`config.mk`:
```
export PLATFORM = sky130hd
export DESIGN_NAME = mux4_rr_arbiter_flat
export DESIGN_NICKNAME = d
export VERILOG_FILES = /design/src/rtl/mux4_rr_arbiter_pkg.sv /design/src/rtl/mux4_rr_arbiter_if.sv /design/src/rtl/mux4_rr_arbiter_rr_pick4.sv /design/src/rtl/mux4_rr_arbiter.sv /design/src/flat_wrapper.sv
export SDC_FILE = /design/constraint.sdc
export NUM_CORES = 1
export LEC_CHECK = 0
export BUFFER_PORTS_ARGS = -buffer_cell sky130_fd_sc_hd__buf_2
export CORE_AREA = 10 10 70 72
export DETAILED_ROUTE_END_ITERATION = 7
export DIE_AREA = 0 0 80 82
export PLACE_DENSITY = 0.82
export SLEW_MARGIN = 25
export SYNTH_ARGS = -nofsm -noshare
export SYNTH_HDL_FRONTEND = slang
export SYNTH_SLANG_ARGS = --single-unit
```
`constraint.sdc`:
```
create_clock -name clk -period 2.5 [get_ports clk]
set_clock_uncertainty 0.15 [all_clocks]
set_input_delay 0.5 -clock clk [delete_from_list [all_inputs] [get_ports clk]]
set_output_delay 0.5 -clock clk [all_outputs]
set_load 0.02 [all_outputs]
```
`src/rtl/mux4_rr_arbiter_pkg.sv`:
```
// Shared types and constants for the 4-way round-robin arbitrated mux.
package mux4_arb_pkg;

  localparam int NUM_REQ = 4;

  typedef enum logic {
    IDLE  = 1'b0,
    GRANT = 1'b1
  } arb_state_t;

  localparam logic [NUM_REQ-1:0] SEL_NONE = 4'b0000;
  localparam logic [NUM_REQ-1:0] SEL0     = 4'b0001;
  localparam logic [NUM_REQ-1:0] SEL1     = 4'b0010;
  localparam logic [NUM_REQ-1:0] SEL2     = 4'b0100;
  localparam logic [NUM_REQ-1:0] SEL3     = 4'b1000;

endpackage

```
`src/rtl/mux4_rr_arbiter_if.sv`:
```
// Requester-side bus of the arbitrated mux: requests, data in, grant/data out.
interface mux4_rr_arbiter_if #(
  parameter int WIDTH = 8
);
  logic [3:0]       req;
  logic [WIDTH-1:0] d0;
  logic [WIDTH-1:0] d1;
  logic [WIDTH-1:0] d2;
  logic [WIDTH-1:0] d3;
  logic [3:0]       sel;
  logic [WIDTH-1:0] y;
  logic             y_vld;

  // requesters drive req/data and observe the grant and muxed data
  modport master (
    output req, d0, d1, d2, d3,
    input  sel, y, y_vld
  );

  // the arbiter consumes req/data and produces grant and muxed data
  modport slave (
    input  req, d0, d1, d2, d3,
    output sel, y, y_vld
  );
endinterface

```
`src/rtl/mux4_rr_arbiter_rr_pick4.sv`:
```
// Rotating-priority picker: first set req bit searching ptr, ptr+1, ... mod 4.
module rr_pick4
  import mux4_arb_pkg::*;
(
  input  logic [3:0] req,
  input  logic [1:0] ptr,
  output logic [3:0] win,
  output logic [1:0] win_idx,
  output logic       any
);

  logic [1:0] w_idx;

  // walk the four positions starting at ptr, keep the first hit
  always_comb begin
    win     = SEL_NONE;
    win_idx = 2'd0;
    any     = 1'b0;
    w_idx   = 2'd0;
    for (int k = 0; k < NUM_REQ; k++) begin
      w_idx = ptr + 2'(k);
      if (!any && req[w_idx]) begin
        any     = 1'b1;
        win_idx = w_idx;
        win     = SEL0 << w_idx;
      end
    end
  end

endmodule

```
`src/rtl/mux4_rr_arbiter.sv`:
```
// 4-input mux with round-robin arbitration and a per-grant hold limit.
module mux4_rr_arbiter
  import mux4_arb_pkg::*;
#(
  parameter int WIDTH    = 8,
  parameter int MAX_HOLD = 4
) (
  input  logic               clk,
  input  logic               rst_n,
  mux4_rr_arbiter_if.slave   bus
);

  localparam logic [3:0] HOLD_LAST = 4'(MAX_HOLD - 1);

  arb_state_t       r_state, w_state_nxt;
  logic [3:0]       r_sel, w_sel_nxt;
  logic [1:0]       r_ptr, w_ptr_nxt;
  logic [3:0]       r_hold, w_hold_nxt;
  logic [WIDTH-1:0] r_y;
  logic             r_y_vld;

  logic [3:0] w_win;
  logic [1:0] w_win_idx;
  logic       w_any;
  logic       w_owner_req;
  logic       w_others_req;

  // ptr always sits just past the last winner, so the current owner is
  // searched last and any other requester wins a hand-over first
  rr_pick4 u_pick (
    .req     (bus.req),
    .ptr     (r_ptr),
    .win     (w_win),
    .win_idx (w_win_idx),
    .any     (w_any)
  );

  assign w_owner_req  = |(bus.req & r_sel);
  assign w_others_req = |(bus.req & ~r_sel);

  // state, grant, pointer and hold counter registers
  always_ff @(posedge clk or negedge rst_n) begin
    if (!rst_n) begin
      r_state <= IDLE;
      r_sel   <= SEL_NONE;
      r_ptr   <= 2'd0;
      r_hold  <= 4'd0;
    end else begin
      r_state <= w_state_nxt;
      r_sel   <= w_sel_nxt;
      r_ptr   <= w_ptr_nxt;
      r_hold  <= w_hold_nxt;
    end
  end

  // next grant decision; only the owner's req bit matters while it holds
  always_comb begin
    w_state_nxt = r_state;
    w_sel_nxt   = r_sel;
    w_ptr_nxt   = r_ptr;
    w_hold_nxt  = r_hold;
    case (r_state)
      IDLE: begin
        if (w_any) begin
          w_state_nxt = GRANT;
          w_sel_nxt   = w_win;
          w_ptr_nxt   = w_win_idx + 2'd1;
          w_hold_nxt  = 4'd0;
        end
      end
      GRANT: begin
        if (w_owner_req) begin
          if (r_hold < HOLD_LAST) begin
            w_hold_nxt = r_hold + 4'd1;
          end else if (w_others_req) begin
            w_sel_nxt  = w_win;
            w_ptr_nxt  = w_win_idx + 2'd1;
            w_hold_nxt = 4'd0;
          end else begin
            w_hold_nxt = 4'd0;
          end
        end else if (w_any) begin
          w_sel_nxt  = w_win;
          w_ptr_nxt  = w_win_idx + 2'd1;
          w_hold_nxt = 4'd0;
        end else begin
          w_state_nxt = IDLE;
          w_sel_nxt   = SEL_NONE;
          w_hold_nxt  = 4'd0;
        end
      end
      default: begin
        w_state_nxt = IDLE;
        w_sel_nxt   = SEL_NONE;
      end
    endcase
  end

  // registered data mux driven by the previous cycle's grant
  always_ff @(posedge clk or negedge rst_n) begin
    if (!rst_n) begin
      r_y     <= '0;
      r_y_vld <= 1'b0;
    end else begin
      r_y_vld <= |r_sel;
      case (r_sel)
        SEL0:    r_y <= bus.d0;
        SEL1:    r_y <= bus.d1;
        SEL2:    r_y <= bus.d2;
        SEL3:    r_y <= bus.d3;
        default: r_y <= r_y;
      endcase
    end
  end

  assign bus.sel   = r_sel;
  assign bus.y     = r_y;
  assign bus.y_vld = r_y_vld;

endmodule

```
`src/flat_wrapper.sv`:
```
// flat-port wrapper written by rule: the top's interface ports become plain ports
module mux4_rr_arbiter_flat import mux4_arb_pkg::*;
#(
  parameter int WIDTH    = 8,
  parameter int MAX_HOLD = 4
)
  (clk, rst_n, bus_req, bus_d0, bus_d1, bus_d2, bus_d3, bus_sel, bus_y, bus_y_vld);
  mux4_rr_arbiter_if #(.WIDTH(WIDTH)) bus_i ();
  input  logic clk;
  input  logic rst_n;
  input wire logic [$bits(bus_i.req)-1:0] bus_req;
  input wire logic [$bits(bus_i.d0)-1:0] bus_d0;
  input wire logic [$bits(bus_i.d1)-1:0] bus_d1;
  input wire logic [$bits(bus_i.d2)-1:0] bus_d2;
  input wire logic [$bits(bus_i.d3)-1:0] bus_d3;
  output wire logic [$bits(bus_i.sel)-1:0] bus_sel;
  output wire logic [$bits(bus_i.y)-1:0] bus_y;
  output wire logic [$bits(bus_i.y_vld)-1:0] bus_y_vld;
  assign bus_i.req = bus_req;
  assign bus_i.d0 = bus_d0;
  assign bus_i.d1 = bus_d1;
  assign bus_i.d2 = bus_d2;
  assign bus_i.d3 = bus_d3;
  assign bus_sel = bus_i.sel;
  assign bus_y = bus_i.y;
  assign bus_y_vld = bus_i.y_vld;
  mux4_rr_arbiter #(.WIDTH(WIDTH), .MAX_HOLD(MAX_HOLD)) u_core (.clk(clk), .rst_n(rst_n), .bus(bus_i));
endmodule
```
Word-level counts from Yosys, hierarchy flattened

Cells that the tools add are included.

Add/sub/neg operators: 5
$lt $le $gt $ge: 5
Eq/ne operators: 7
Shifts and indexed selects: 4
Mux-type cells: 39
Bitwise operators: 4
Reductions and logical operators: 12

Operators by type and width:

| kind                                                                  | count |
|---|---|
| 4-bit 2-to-1 mux                                                      | 12 |
| 8-bit case mux with 4 select lines                                    | 1 |
| 2-bit 2-to-1 mux                                                      | 8 |
| 4-bit case mux with 2 select lines                                    | 2 |
| 1-bit by 2-bit left shift with 4-bit output (first input constant)    | 4 |
| 2-bit by 3-bit < comparator with 1-bit output (second input constant) | 4 |
| 4-bit OR reduction                                                    | 3 |
| 1-bit 2-to-1 mux                                                      | 10 |
| 4-bit bitwise AND                                                     | 2 |
| 1-bit binary-select mux with 2-bit select                             | 4 |
| 3-bit != test (second input constant)                                 | 2 |
| 2-bit by 1-bit adder with 2-bit output (second input constant)        | 2 |
| 2-bit adder (second input constant)                                   | 2 |
| 4-bit by 1-bit adder with 4-bit output (second input constant)        | 1 |
| 4-bit by 1-bit == test with 1-bit output (second input constant)      | 1 |
| 4-bit by 2-bit == test with 1-bit output (second input constant)      | 1 |
| 4-bit by 3-bit == test with 1-bit output (second input constant)      | 1 |
| 4-bit == test (second input constant)                                 | 1 |
| 4-bit by 2-bit < comparator with 1-bit output (second input constant) | 1 |
| 4-bit NOT                                                             | 1 |
| 2-bit case mux with 2 select lines                                    | 1 |
| 4-bit nonzero test                                                    | 1 |
| 1-bit logical AND                                                     | 3 |
| 1-bit zero test                                                       | 3 |
| other kinds (5)                                                       | 5 |

Flip-flop bits (word level): 20
Bits of input ports: 38
Output and inout bits: 13

Longest topological paths before layout

Word-level depth: 17
Mapped depth: 10
Depth with buffers taken out: 8

Cells and area by module

A second synthesis with hierarchy kept.

Cells, all modules: 141
Area, all modules: 1460.2 um^2

By module, submodules not included:

| module          | times used | cells each | area an instance (um^2) | sequential area each (um^2) |
|---|---|---|---|---|
| mux4_rr_arbiter | 1          | 89         | 1033.5                  | 500.5 |
| rr_pick4        | 1          | 52         | 426.7                   | 0.0 |

Worst setup path before layout

No wires, ideal clock.

Kind: register -> register
From: reg u_core.r_ptr[0]
To: reg u_core.r_sel[3], in the netlist u_core.bus.sel[3]
Library setup time: 0.121 ns
Arrival: 2.376 ns
Setup slack: -0.148 ns
Stages on the path, launching flop included: 9
Clock period less this slack: 2.648 ns
Path through: dfrtp_1 > buf_2 > inv_1 > ha_1 > mux4_2 > buf_6 > nor3_4 > nand2b_4 > a32o_2

Longest elaborated chain between the ends: 16

RTL lines:

| element                                                                         | RTL line              | RTL |
|---|---|---|
| start: declaration                                                              | mux4_rr_arbiter.sv:17 | `logic [1:0] r_ptr, w_ptr_nxt;` |
| start signal: assignment                                                        | mux4_rr_arbiter.sv:51 | `r_ptr <= w_ptr_nxt;` |
| branches (longest 16 deep; another with 2-bit by 1-bit adder with 2-bit output) | -                     |  |
| end signal: assignment                                                          | mux4_rr_arbiter.sv:50 | `r_sel <= w_sel_nxt;` |
| end: declaration                                                                | mux4_rr_arbiter.sv:16 | `logic [3:0] r_sel, w_sel_nxt;` |

Parallel ways; which one is timed is not known. The select of a mux whose other input is x is not followed.
A chain may end at the register's enable or synchronous reset.

Final worst setup path

Same ends and word-level chain as after synthesis.

==> reports/results.tsv <==
metric	value	unit
cp.arrival	2.41	ns
outcome	complete, no violations	
top_layer_used	met4	
maxCapViolCount	0	
cts_root_buf	clkbuf_4	
cts_buffers	3	
die_area	6560	um^2
power.leakage	0.833	nW
fill_cells	348	
cts_tree	done	
io_buffers	50	
syn-num-nets	198	
p_per_area	1350	nW/um^2
first_pass_iters	4	
initial_core_util	42.6	%
setup-violations-final	0	
timing.rr.start	u_core.r_ptr[0]$_DFFE_PN0P_	
slew_headroom	58.0	%
required	2.59	ns
gp_congestion	0.805	
wl	3850	um
netlist_instances	154	
ys_ff_latch	20	
grt_pass1_wl	6290	um
initialDrtViolationCount	129	
finalCritPeriodShare	92.6	%
synthSimpleGateAreaFrac	20.7	%
num_rows	22	
peakVddDrop	0.529	mV
fin_crit	2.32	ns
synth_top_family_by_area	compound AO/OA/AOI/OAI gates	
wl_met2	1900	um
cts_buffer_depth	2	
final-hold-violation-count	0	
holdWs	0.285	ns
fmax	432	MHz
post-dp-hpwl	2980	um
worst_hold_path_type	input port to flip-flop	
grt-ovfl-total	0	
wl_per_cell	15.3	um
ys_warn_count	0	
io_pins	51	
synth_compound_area_share	25.6	%
wl_met3	254	um
syn_area_per_cell	9.89	um^2
end_kind	flip-flop	
worstSetupStartpoint	u_core.r_ptr[0]$_DFFE_PN0P_	
m1WireLength	1660	um
core-area	3580	um^2
drc	0	
synth_fa_ha_area_share	4.93	%
tns	0	ns
area_growth	21.3	%
ant_nets	0	
path_class	flip-flop to flip-flop	
die_w	80	um
startpoint_type	flip-flop	
gr-usage-all-layers	11.6	%
clock_latency	0.30	ns
nNetsFinal	249	
htree_num_levels	1	
finalMaxSlewViolations	0	
grt_antenna_before_repair	0	
holdCritStartpoint	bus_d0[5]	
synth.distinct_cells	47	
dieHeight	82	um
drive_above_1_share	37.7	%
synth-xor-area-share	1.15	%
worstMarginPinSlew	0.624	ns
synthMuxAreaShare	8.13	%
grt_max_degree	21	
viasPerCell	5.52	
antenna_cells	0	
cts_setup_buffers	0	
crit_fanout	16	
numClockSinks	20	
dr_total_vias	1391	
rsz0062_at_grt	false	
netlist_area	1520	um^2
clkTransAtPathRegs	0.11	ns
synth_seq_area_share	32.9	%
grt_pass1_vias	1323	
what timing repair did:
action | in CTS | in global routing
endpoints found under the hold margin | 20 | 0
hold buffers | 1 | 0
resized for setup | 0 | 0
critical path, stage by stage, from the launching register on:
cell     delay (ns)
dfrtp_2        0.37
buf_4          0.21
mux4_1         0.78
nor3_4         0.30
a32oi_1        0.12
o21ai_0        0.11
a32o_2         0.20
flip-flops by register name, indices dropped and copies added (netlist names):
signal,flops
u_core.bus.sel,4
u_core.bus.y,8
u_core.bus.y_vld,1
u_core.r_hold,4
u_core.r_ptr,2
u_core.r_state,1
worst paths after layout:
kind,endpoint,slack [ns],cells after the start
worst min-delay path,u_core.bus.y[5]$_DFFE_PN0P_,0.28,3
worst min register to register,u_core.r_hold[3]$_DFFE_PN0P_,0.35,1
min in group asynchronous,u_core.bus.y[1]$_DFFE_PN0P_,0.51,2
worst max-delay path,u_core.bus.sel[3]$_DFFE_PN0P_,0.18,6
max in group asynchronous,u_core.r_ptr[0]$_DFFE_PN0P_,1.37,2
worst max register to register,u_core.bus.sel[3]$_DFFE_PN0P_,0.18,6
final cells by class:
class | instances | area [um^2] | share of cell area, %
clock buffers | 4 | 26.3 | 1.42
inverters | 3 | 11.3 | 0.610
multi-input cells | 119 | 935 | 50.6
flip-flops and latches | 20 | 502 | 27.2
well taps | 48 | 60.1 | 3.25
repair buffers | 58 | 313 | 16.9
cells in the mapped netlist, drive strengths merged:
cell type | n | share of area, %
a211o | 1 | 0.58
a21boi | 2 | 0.99
a21oi | 3 | 0.99
a221oi | 3 | 1.7
a222oi | 8 | 5.3
a22oi | 3 | 1.5
a31o | 1 | 0.58
a31oi | 9 | 3.7
a32o | 2 | 1.4
a32oi | 2 | 1.2
and2 | 3 | 1.2
and2b | 1 | 0.49
and3 | 1 | 0.41
buf | 12 | 5.8
dfrtp | 20 | 33
ha | 6 | 4.9
inv | 3 | 0.74
mux2i | 3 | 2.0
mux4 | 4 | 6.2
nand2 | 17 | 4.4
nand2b | 5 | 2.5
nor2 | 10 | 2.6
nor2b | 4 | 1.8
nor3 | 6 | 2.7
nor3b | 1 | 0.49
nor4b | 3 | 3.5
o2111a | 1 | 0.74
o21ai | 14 | 5.6
o21bai | 1 | 0.49
o22ai | 1 | 0.41
o32ai | 1 | 0.58
or4 | 1 | 0.49
xnor2 | 1 | 0.58
xor2 | 1 | 0.58
report_power, final:
group | switching [mW] | internal, mW
Combinational | 0.953 | 0.769
Sequential | 0.140 | 0.472
Clock | 0.0959 | 0.0622
Total | 1.19 | 1.30
metrics by stage:
| step | util [%] | instance area (um^2) | instances | power [mW] | worst slack, ns |
|---|---|---|---|---|---|
| 2_1_floorplan | - | 1540 | 154 | 1.97 | 0.0495 |
| 3_3_place_gp | 50.6 | 1810 | 247 | 2.30 | 0.200 |
| 3_5_place_dp | 50.6 | 1810 | 247 | 2.35 | 0.186 |
| 4_1_cts | 51.6 | 1850 | 252 | 2.50 | 0.188 |
| 5_1_grt | 51.6 | 1850 | 252 | 2.73 | 0.0553 |
| 6_report | 51.6 | 1850 | 252 | 2.49 | 0.184 |
metal layers:
metal / up-vias / track usage [%]
li1: 693 / -
met1: 654 / 15.1
met2: 40 / 18.5
met3: 4 / 3.49
met4: 0 / 2.64
met5: - / 0
placed cells by master, fill, tap and decap left out, types with 2 or more instances in the layout:
cell | netlist | routed
ha_1 | 6 | 5
nor4b_2 | 2 | 2
dfrtp_1 | 20 | 19
a22oi_1 | 3 | 3
buf_4 | 4 | 7
mux4_2 | 3 | 3
o21ai_0 | 5 | 5
clkbuf_4 | 0 | 3
nand2b_1 | 4 | 4
and2_1 | 3 | 3
a221oi_1 | 3 | 3
nor3_1 | 5 | 5
a21boi_0 | 2 | 2
nand2_1 | 16 | 16
nor2b_1 | 3 | 3
a21oi_1 | 3 | 3
a222oi_1 | 8 | 8
a32oi_1 | 2 | 2
mux2i_1 | 3 | 3
o21ai_1 | 7 | 7
buf_2 | 5 | 50
a31oi_1 | 9 | 9
inv_1 | 3 | 3
nor2_1 | 9 | 9
kinds of logic after synthesis:
| logic type | after synthesis |
|---|---|
| compound gates | 52 |
| flops | 20 |
| mux | 7 |
| xor+xnor | 2 |
| simple gates | 52 |
| fa+ha+maj | 6 |
| buf+inv | 15 |
No activity file was read; power rests on OpenSTA's default activity.
